**config.mk**
```make
export PLATFORM = sky130hd
export DESIGN_NAME = uart
export DESIGN_NICKNAME = d
export VERILOG_FILES = /design/src/rtl/uart_pkg.sv /design/src/rtl/uart_baud_gen.sv /design/src/rtl/uart.sv
export SDC_FILE = /design/constraint.sdc
export NUM_CORES = 1
export LEC_CHECK = 0
export CORE_MARGIN = 1.5
export CORE_UTILIZATION = 57
export CTS_CLUSTER_DIAMETER = 200
export CTS_CLUSTER_SIZE = 12
export DETAILED_ROUTE_END_ITERATION = 10
export GPL_ROUTABILITY_DRIVEN = 0
export PLACE_DENSITY = 0.79
export SETUP_SLACK_MARGIN = 0.4
export SYNTH_ARGS = -nofsm -noshare
export SYNTH_HDL_FRONTEND = slang
export SYNTH_SLANG_ARGS = --single-unit
```
**constraint.sdc**
```tcl
create_clock -name clk -period 2.2 [get_ports clk]
set_input_delay 0.22 -clock clk [delete_from_list [all_inputs] [get_ports clk]]
set_output_delay 0.22 -clock clk [all_outputs]
set_load 0.01 [all_outputs]
```
**src/rtl/uart_pkg.sv**
```systemverilog
// Shared types and constants for the 8N1 UART: FSM state enums, frame geometry
// and a helper that sizes the baud divisor counters.
package uart_pkg;

  localparam int DATA_BITS  = 8;
  localparam int OVERSAMPLE = 16;

  typedef enum logic [1:0] {TX_IDLE, TX_START, TX_DATA, TX_STOP} tx_state_t;
  typedef enum logic [1:0] {RX_IDLE, RX_START, RX_DATA, RX_STOP} rx_state_t;

  // Divisors are integer-truncated and never allowed below 1.
  function automatic int clamp_div(input int d);
    return (d < 1) ? 1 : d;
  endfunction

  // Counter width able to hold 0 .. div-1.
  function automatic int div_w(input int div);
    return (div <= 1) ? 1 : $clog2(div);
  endfunction

endpackage

```
**src/rtl/uart_baud_gen.sv**
```systemverilog
// Baud enables for the UART: tx_tick once per bit (phase-locked to the start of
// each TX frame), rx_tick free-running at 16x the bit rate.
module uart_baud_gen
  import uart_pkg::*;
#(
  parameter int clk_freq  = 50_000_000,
  parameter int baud_rate = 115200
) (
  input  logic clk,
  input  logic reset,
  input  logic tx_run,
  output logic tx_tick,
  output logic rx_tick
);

  localparam int TX_DIV = clamp_div(clk_freq / baud_rate);
  localparam int RX_DIV = clamp_div(clk_freq / (baud_rate * OVERSAMPLE));
  localparam int TX_W   = div_w(TX_DIV);
  localparam int RX_W   = div_w(RX_DIV);

  logic [TX_W-1:0] tx_cnt;
  logic [RX_W-1:0] rx_cnt;

  assign tx_tick = tx_run && (tx_cnt == TX_W'(TX_DIV - 1));
  assign rx_tick = (rx_cnt == RX_W'(RX_DIV - 1));

  // Held at zero while idle so the start bit lasts exactly TX_DIV clocks.
  always_ff @(posedge clk or negedge reset) begin
    if (!reset)                 tx_cnt <= '0;
    else if (!tx_run || tx_tick) tx_cnt <= '0;
    else                        tx_cnt <= tx_cnt + 1'b1;
  end

  always_ff @(posedge clk or negedge reset) begin
    if (!reset)       rx_cnt <= '0;
    else if (rx_tick) rx_cnt <= '0;
    else              rx_cnt <= rx_cnt + 1'b1;
  end

endmodule

```
**src/rtl/uart.sv**
```systemverilog
// Full-duplex 8N1 UART: byte TX with wr_en/tx_busy, byte RX with rdy/rdy_clr.
// Define UART_LOOPBACK_EN to add a loopback input routing tx into the receiver.
module uart
  import uart_pkg::*;
#(
  parameter int clk_freq  = 50_000_000,
  parameter int baud_rate = 115200
) (
  input  logic       clk,
  input  logic       reset,
`ifdef UART_LOOPBACK_EN
  input  logic       loopback,
`endif
  input  logic [7:0] din,
  input  logic       wr_en,
  output logic       tx,
  output logic       tx_busy,
  input  logic       rx,
  output logic       rdy,
  input  logic       rdy_clr,
  output logic [7:0] dout
);

  localparam int BIT_W  = $clog2(DATA_BITS);
  localparam int SMP_W  = $clog2(OVERSAMPLE);
  localparam logic [SMP_W-1:0] SMP_MID  = SMP_W'(OVERSAMPLE / 2 - 1);
  localparam logic [SMP_W-1:0] SMP_LAST = SMP_W'(OVERSAMPLE - 1);
  localparam logic [BIT_W-1:0] BIT_LAST = BIT_W'(DATA_BITS - 1);

  logic tx_tick, rx_tick;

  tx_state_t            tx_state, tx_next;
  logic [DATA_BITS-1:0] tx_shreg;
  logic [BIT_W-1:0]     tx_bit;
  logic                 tx_line;

  rx_state_t            rx_state, rx_next;
  logic [DATA_BITS-1:0] rx_shreg;
  logic [BIT_W-1:0]     rx_bit;
  logic [SMP_W-1:0]     rx_scnt;
  logic                 rx_in, rx_meta, rx_sync, rx_done;

  uart_baud_gen #(.clk_freq(clk_freq), .baud_rate(baud_rate)) u_baud (
    .clk     (clk),
    .reset   (reset),
    .tx_run  (tx_state != TX_IDLE),
    .tx_tick (tx_tick),
    .rx_tick (rx_tick)
  );

  // ---------------- transmitter ----------------
  always_ff @(posedge clk or negedge reset) begin
    if (!reset) tx_state <= TX_IDLE;
    else        tx_state <= tx_next;
  end

  always_comb begin
    tx_next = tx_state;
    case (tx_state)
      TX_IDLE:  if (wr_en)                           tx_next = TX_START;
      TX_START: if (tx_tick)                         tx_next = TX_DATA;
      TX_DATA:  if (tx_tick && tx_bit == BIT_LAST)   tx_next = TX_STOP;
      TX_STOP:  if (tx_tick)                         tx_next = TX_IDLE;
      default:                                       tx_next = TX_IDLE;
    endcase
  end

  always_comb begin
    tx_line = 1'b1;
    case (tx_state)
      TX_START: tx_line = 1'b0;
      TX_DATA:  tx_line = tx_shreg[0];
      default:  tx_line = 1'b1;
    endcase
  end

  assign tx      = tx_line;
  assign tx_busy = (tx_state != TX_IDLE);

  always_ff @(posedge clk or negedge reset) begin
    if (!reset) begin
      tx_shreg <= '0;
      tx_bit   <= '0;
    end else if (tx_state == TX_IDLE && wr_en) begin
      tx_shreg <= din;
      tx_bit   <= '0;
    end else if (tx_state == TX_DATA && tx_tick) begin
      tx_shreg <= tx_shreg >> 1;
      tx_bit   <= tx_bit + 1'b1;
    end
  end

  // ---------------- receiver ----------------
`ifdef UART_LOOPBACK_EN
  assign rx_in = loopback ? tx_line : rx;
`else
  assign rx_in = rx;
`endif

  always_ff @(posedge clk or negedge reset) begin
    if (!reset) begin
      rx_meta <= 1'b1;
      rx_sync <= 1'b1;
    end else begin
      rx_meta <= rx_in;
      rx_sync <= rx_meta;
    end
  end

  always_ff @(posedge clk or negedge reset) begin
    if (!reset) rx_state <= RX_IDLE;
    else        rx_state <= rx_next;
  end

  always_comb begin
    rx_next = rx_state;
    if (rx_tick) begin
      case (rx_state)
        RX_IDLE:  if (!rx_sync) rx_next = RX_START;
        // Mid-bit recheck rejects short low glitches.
        RX_START: if (rx_scnt == SMP_MID) rx_next = rx_sync ? RX_IDLE : RX_DATA;
        RX_DATA:  if (rx_scnt == SMP_LAST && rx_bit == BIT_LAST) rx_next = RX_STOP;
        RX_STOP:  if (rx_scnt == SMP_LAST) rx_next = RX_IDLE;
        default:  rx_next = RX_IDLE;
      endcase
    end
  end

  always_comb begin
    rx_done = rx_tick && (rx_state == RX_STOP) && (rx_scnt == SMP_LAST) && rx_sync;
  end

  always_ff @(posedge clk or negedge reset) begin
    if (!reset) begin
      rx_scnt  <= '0;
      rx_bit   <= '0;
      rx_shreg <= '0;
    end else if (rx_tick) begin
      case (rx_state)
        RX_IDLE: begin
          rx_scnt <= '0;
          rx_bit  <= '0;
        end
        RX_START: rx_scnt <= (rx_scnt == SMP_MID) ? '0 : rx_scnt + 1'b1;
        RX_DATA: begin
          rx_scnt <= rx_scnt + 1'b1;
          if (rx_scnt == SMP_LAST) begin
            rx_shreg <= {rx_sync, rx_shreg[DATA_BITS-1:1]};
            rx_bit   <= rx_bit + 1'b1;
          end
        end
        RX_STOP: rx_scnt <= rx_scnt + 1'b1;
        default: rx_scnt <= '0;
      endcase
    end
  end

  // Completion beats a coincident rdy_clr; a framing error leaves both untouched.
  always_ff @(posedge clk or negedge reset) begin
    if (!reset) begin
      rdy  <= 1'b0;
      dout <= '0;
    end else if (rx_done) begin
      rdy  <= 1'b1;
      dout <= rx_shreg;
    end else if (rdy_clr) begin
      rdy  <= 1'b0;
    end
  end

endmodule

```
======== Word-level counts from Yosys, hierarchy flattened ========
Index checks and enable logic that the tools add are counted.
operators by class
  add/subtract/negate cells ............... 5
  multiply operators ...................... 0
  divide/modulo/power cells ............... 0
  $lt $le $gt $ge ......................... 0
  eq/ne operators ......................... 21
  shifts and indexed selects .............. 0
  muxes and demuxes ....................... 24
  bitwise logic cells ..................... 0
  reductions and logical operators ........ 21
operators with widths
  kind                   number
  $mux W2                9
  $ne A2 B2 Y1 const B   9
  $mux W8                2
  $pmux W2 S4            2
  $pmux W4 S3            1
  $add A9 B1 Y9 const B  1
  $eq A9 B9 Y1 const B   1
  $mux W3                3
  $mux W9                1
  $eq A2 B2 Y1 const B   4
  $logic_and A1 B1 Y1    8
  $reduce_bool A2 Y1     4
  $add A3 B1 Y3 const B  2
  $eq A3 B3 Y1 const B   2
  $pmux W3 S2            1
  $reduce_and A3 Y1      2
  $add A5 B1 Y5 const B  1
  $eq A5 B5 Y1 const B   1
  $mux W5                1
  $reduce_and A5 Y1      1
  $add A4 B1 Y4 const B  1
  $eq A2 B1 Y1 const B   2
  $eq A4 B3 Y1 const B   1
  $eq A4 B4 Y1 const B   1
  8 further kinds        10
storage, ports and cells
  register bits after elaboration ......... 55
  bits in latches ......................... 0
  bits in writable memories ............... 0
  memory bits (read-only) ................. 0
  input port bits ......................... 13
  output and inout port bits .............. 11
  logic and storage cells ................. 84
  memories kept ........................... 0

======== Depth between registers and ports, before layout ========
  word-level depth ........................ 5
  mapped depth ............................ 8
  gate-level depth less buffers ........... 6

======== Modules after synthesis ========
A second synthesis with hierarchy kept.
unflattened totals
  cell total of the unflattened synthesis .. 234
  area total of the unflattened synthesis .. 2666.3 um2
modules (own cells, without submodules)
  module         instances  cells each  area each (um2)  sequential area each (um2)
  uart           1          164         1944.4           1028.5
  uart_baud_gen  1          70          721.9            350.3

======== Worst setup path before layout ========
OpenSTA, ideal clock, no wires.
  path kind ............................... register to register
  from .................................... register tx_state[0]
  to ...................................... register tx_shreg[2]
  setup time .............................. 137 ps
  arrival time ............................ 1755 ps
  data required time ...................... 2063 ps
  path slack .............................. 308 ps
  stages on the path, launching flop included .. 9
  path buffers ............................ 2
  clock period less this slack ............ 1892 ps
  cells stage by stage .................... dfrtp_1 inv_1 ha_1 inv_1 or4_1 buf_2 buf_6 mux2i_1 a21oi_1
on the way
  word-level cells in the longest chain between the ends .. 4
  elaborated cells between the ends (all ways) .. 8
  those cells by class .................... eq/ne (1); mux (1); reduce/logical (6)
ends and longest elaborated chain
  what                          line                 source
  start, declared               uart.sv:32           tx_state_t tx_state, tx_next;
  start signal, assigned        uart.sv:54           else tx_state <= tx_next;
  $reduce_bool A2 Y1            uart.sv:46           .tx_run (tx_state != TX_IDLE),
  $logic_and A1 B1 Y1           uart_baud_gen.sv:24  assign tx_tick = tx_run && (tx_cnt == TX_W'(TX_DIV - 1));
  $logic_and A1 B1 Y1           uart.sv:87           end else if (tx_state == TX_DATA && tx_tick) begin
  $reduce_bool A2 Y1 (no line)  -
  end signal, assigned          uart.sv:85           tx_shreg <= din;
  end signal, assigned          uart.sv:88           tx_shreg <= tx_shreg >> 1;
  end, declared                 uart.sv:33           logic [DATA_BITS-1:0] tx_shreg;
Several ways; a longest one is shown, not always the timed one.
A chain may end at the register's enable or synchronous reset.

======== Final worst setup path ========
  from .................................... register u_baud.tx_cnt[1]
  to ...................................... register tx_shreg[4]
on the way
  word-level cells in the longest chain between the ends .. 4
ends and longest elaborated chain
  what                          line                 source
  start, declared               uart_baud_gen.sv:21  logic [TX_W-1:0] tx_cnt;
  start signal, assigned        uart_baud_gen.sv:31  else tx_cnt <= tx_cnt + 1'b1;
  $eq A9 B9 Y1                  uart_baud_gen.sv:24
  $logic_and A1 B1 Y1           uart_baud_gen.sv:24
  $logic_and A1 B1 Y1           uart.sv:87
  $reduce_bool A2 Y1 (no line)  -
Every way passes these cells.

==> flow_summary_export.csv <==
group,metric,value,unit
run_status,status,"complete, no violations",
detailed_routing,ant_nets,0,
synthesis,synth_top_area_share,50.4,%
detailed_routing,routed-wl-met2,2410,um
finish,fillers,304,
place,dp_hpwl,3070,um
setup_path,end_kind,"flip-flop",
synthesis,yosysTopAreaCell,"dfrtp_1",
timing,hold_viol,0,
clock_network,tritoncts,"done",
global_route,grt_pass1_vias,1836,
detailed_routing,routed_wl,4840,um
setup_path,crit_path_start_kind,"flip-flop",
timing,rsz0062_at_grt,"yes",
floorplanning,core_area,0.00441,mm^2
detailed_routing,wl_met3,202,um
floorplanning,design.die.area,0.00504,mm^2
setup_path,cp.arrival,2.00,ns
timing,fin_tns_setup,0,ns
detailed_routing,drt-met1-wl,2150,um
synthesis,avgSynthCellArea,11.2,um^2
synthesis,netlist_area,0.00263,mm^2
setup_path,rr_startpoint,"u_baud.tx_cnt[1]$_DFF_PN0_",
finish,regArea,0.00138,mm^2
floorplanning,fp.dieW,71.0,um
finish,layout-drive-gt1-share,22.2,%
floorplanning,start_util,59.6,%
synthesis,netlist_instances,236,
detailed_routing,firstDrtPassIters,4,
synthesis,ys_warn_count,0,
finish,nets,301,
detailed_routing,drcViolationCount,0,
detailed_routing,topRoutingLayerUsed,"met4",
hold_path,hp-class,"in -> reg",
pwr,power_frac_seq,62.1,%
setup_path,cpPeakStageDelay,0.57,ns
clock_network,clock_latency,0.31,ns
timing,max-slew-margin-rel,58.6,%
pwr,power_frac_comb,3.5,%
floorplanning,num_rows,24,
synthesis,ys.flop_type,"dfrtp_1",
finish,area_growth_syn_to_layout,21.2,%
clock_network,cts_inserted_buffers,5,
clock_network,clkTransAtPathRegs,0.10,ns
timing,finalMaxSlewViolations,0,
job,cap_viol_max_count,0,
timing,fmax,548,MHz
setup_path,crit_chain,"inv_2 > ha_4 > nand4b_4 > or4_4 > buf_8 > mux2i_1 > a21oi_1",
timing,min_period_over_period,82.9,%
pwr,p_switching,0.000368,W
clock_network,cts_root_buf,"clkbuf_8",
timing,finalCriticalPeriod,1.82,ns
global_route,grt.overflow.total,0,
timing,hold_ws,0.312,ns
synthesis,seq_area_frac_synth,52.4,%
synthesis,yosys-top-cells-area,"dfrtp_1 (50%), mux2_2 (7.3%), ha_1 (6.7%), nor2_1 (3.3%), mux2i_1 (3.0%)",
global_route,grt_first_pass_wirelength,7930,um
timing,finalSetupViolCount,0,
pwr,p_per_area,514,mW/mm^2
hold_path,min_from,"rx",
setup_path,cp_max_fo,7,
global_route,grt_max_degree,30,
clock_network,clk_path_buf_depth,2,
pwr,total_leakage_power,1.44,nW
floorplanning,die_height,71.0,um
timing,worstMarginPinSlew,0.621,ns
pwr,p_clk_share,34.5,%
timing,setup_ws,0.376,ns
synthesis,syn_nets,263,
finish,n_antenna_cell,0,
finish,final_core_util,72.3,%
timing,fin_skew,0.00619,ns
setup_path,slowest_stage,"or4_4",
global_route,antenna_found_initial,0,
synthesis,synth_edf_count,0,
setup_path,crit_start,"u_baud.tx_cnt[1]$_DFF_PN0_",
pwr,swShare,22.5,%
synthesis,async_flop_share,100,%
pwr,p_int,0.00127,W
setup_path,crit_required,2.38,ns
place,io_buffers,23,
setup_path,worst-setup-path-type,"reg -> reg",
synthesis,yosysUniqueCellTypes,41,
place,pre_cts_slack,0.277,ns
synthesis,ys_seq_elements,55,
detailed_routing,drtIter0Drc,106,
detailed_routing,wire_per_inst,14.8,um
clock_network,cts_htree_levels,2,
finish,multi_input_area,0.00124,mm^2
detailed_routing,dr_total_vias,1865,
floorplanning,num_io_pins,24,
global_route,grtUsageTotal,19.6,%
detailed_routing,drt-vias-per-instance,5.70,
pwr,vdd_drop_max,0.000286,V
clock_network,clkSinkCount,55,
==> routing by layer <==
metal	global-route usage [%]	vias up
li1	-	904
met1	25.0	900
met2	33.0	53
met3	4.70	8
met4	6.92	0
met5	0	-
==> synth_stat cells, types with 2 or more instances <==
cell type	number
nor4_4	2
or3_1	2
nor3_1	5
o21ai_0	13
xnor2_1	4
ha_1	14
o31ai_1	2
nor2_1	23
mux2_2	17
nand4_1	2
a21oi_1	13
nor2b_1	2
o22ai_1	2
mux2i_1	8
inv_1	10
dfrtp_1	53
nand4b_4	2
nand3_1	14
clkbuf_1	6
o21a_1	2
nand2_1	17
xor2_1	3
dfstp_2	2
==> kinds of logic after synthesis <==
logic type	synth area share, %
adder cells (fa/ha/maj)	6.65
AND/OR/NAND/NOR	16.9
multiplexers	10.3
flip-flops	52.4
XOR/XNOR	2.33
AO/OA/AOI/OAI	8.55
buffers and inverters	2.90
==> worst paths after layout <==
kind | end | slack, ns | cells after the start
max | tx_shreg[4]$_DFFE_PN0P_ | 0.38 | 7
max reg2reg | tx_shreg[4]$_DFFE_PN0P_ | 0.38 | 7
min in group asynchronous | u_baud.tx_cnt[4]$_DFF_PN0_ | 0.46 | 2
min | rx_meta$_DFF_PN1_ | 0.31 | 1
min reg2reg | rx_sync$_DFF_PN1_ | 0.36 | 0
max in group asynchronous | u_baud.tx_cnt[0]$_DFF_PN0_ | 1.17 | 3
==> through the flow <==
| step | area, um^2 | power, W | std cells |
|---|---|---|---|
| after detailed placement | 2960 | 0.00109 | 309 |
| after global placement | 2960 | 0.00109 | 309 |
| final | 3190 | 0.00164 | 327 |
| after floorplan | 2650 | 0.00104 | 236 |
| after CTS | 3120 | 0.00165 | 325 |
| after global routing | 3190 | 0.00170 | 327 |
==> timing repair <==
action	4_1_cts	5_1_grt
cloned	1	0
buffers inserted	6	2
pin swaps	1	7
gates resized for setup	6	16
hold endpoints to repair	24	0
endpoints found under the setup margin	14	28
hold buffers	1	0
==> sequential cells by signal (all words and copies together) (netlist names), 3 cells and up, named ones only <==
register / cells
rx_bit: 3
rx_scnt: 4
u_baud.rx_cnt: 5
tx_shreg: 8
rx_shreg: 8
tx_bit: 3
u_baud.tx_cnt: 9
dout: 8
==> critical path, delay by kind of cell (launching register included) <==
kind	cells	cell delay [ns]
AO/OA/AOI/OAI	1	0.08
adder cells (fa/ha/maj)	1	0.13
buffers and inverters	2	0.24
flip-flops	1	0.41
multiplexers	1	0.15
AND/OR/NAND/NOR	2	0.68
==> cell type report <==
type | count | area share [%]
repair buffers | 39 | 11.7
clock buffers | 5 | 2.16
multi-input cells | 163 | 38.8
flip-flops and latches | 55 | 43.4
inverters | 10 | 1.18
clock inverters | 3 | 0.785
well taps | 52 | 2.04
==> power by group through the flow <==
stage | Combinational, W | Sequential (W) | Clock, W
after global placement | 0.0000559 | 0.00104 | 0
after CTS | 0.0000577 | 0.00102 | 0.000572
after floorplan | 0.00000752 | 0.00104 | 0
final | 0.0000568 | 0.00102 | 0.000565
after global routing | 0.0000632 | 0.00102 | 0.000617
after detailed placement | 0.0000562 | 0.00104 | 0
==> cell usage in the layout, fill, tap and decap left out, types with 3 or more instances in the layout <==
cell	netlist	routed
mux2i_1	8	8
dfrtp_2	0	3
ha_1	14	9
nand3_1	14	14
dfrtp_1	53	50
clkbuf_8	0	5
o21ai_0	13	13
a21oi_1	13	13
xnor2_1	4	4
ha_2	0	3
nor2_1	23	23
clkdlybuf4s50_1	0	20
xor2_1	3	3
nand2_1	17	16
buf_4	0	9
nor3_1	5	5
mux2_4	0	4
inv_2	0	3
inv_1	10	7
buf_6	1	3
mux2_2	17	13
Note: power is estimated with default switching activity, not from simulation.
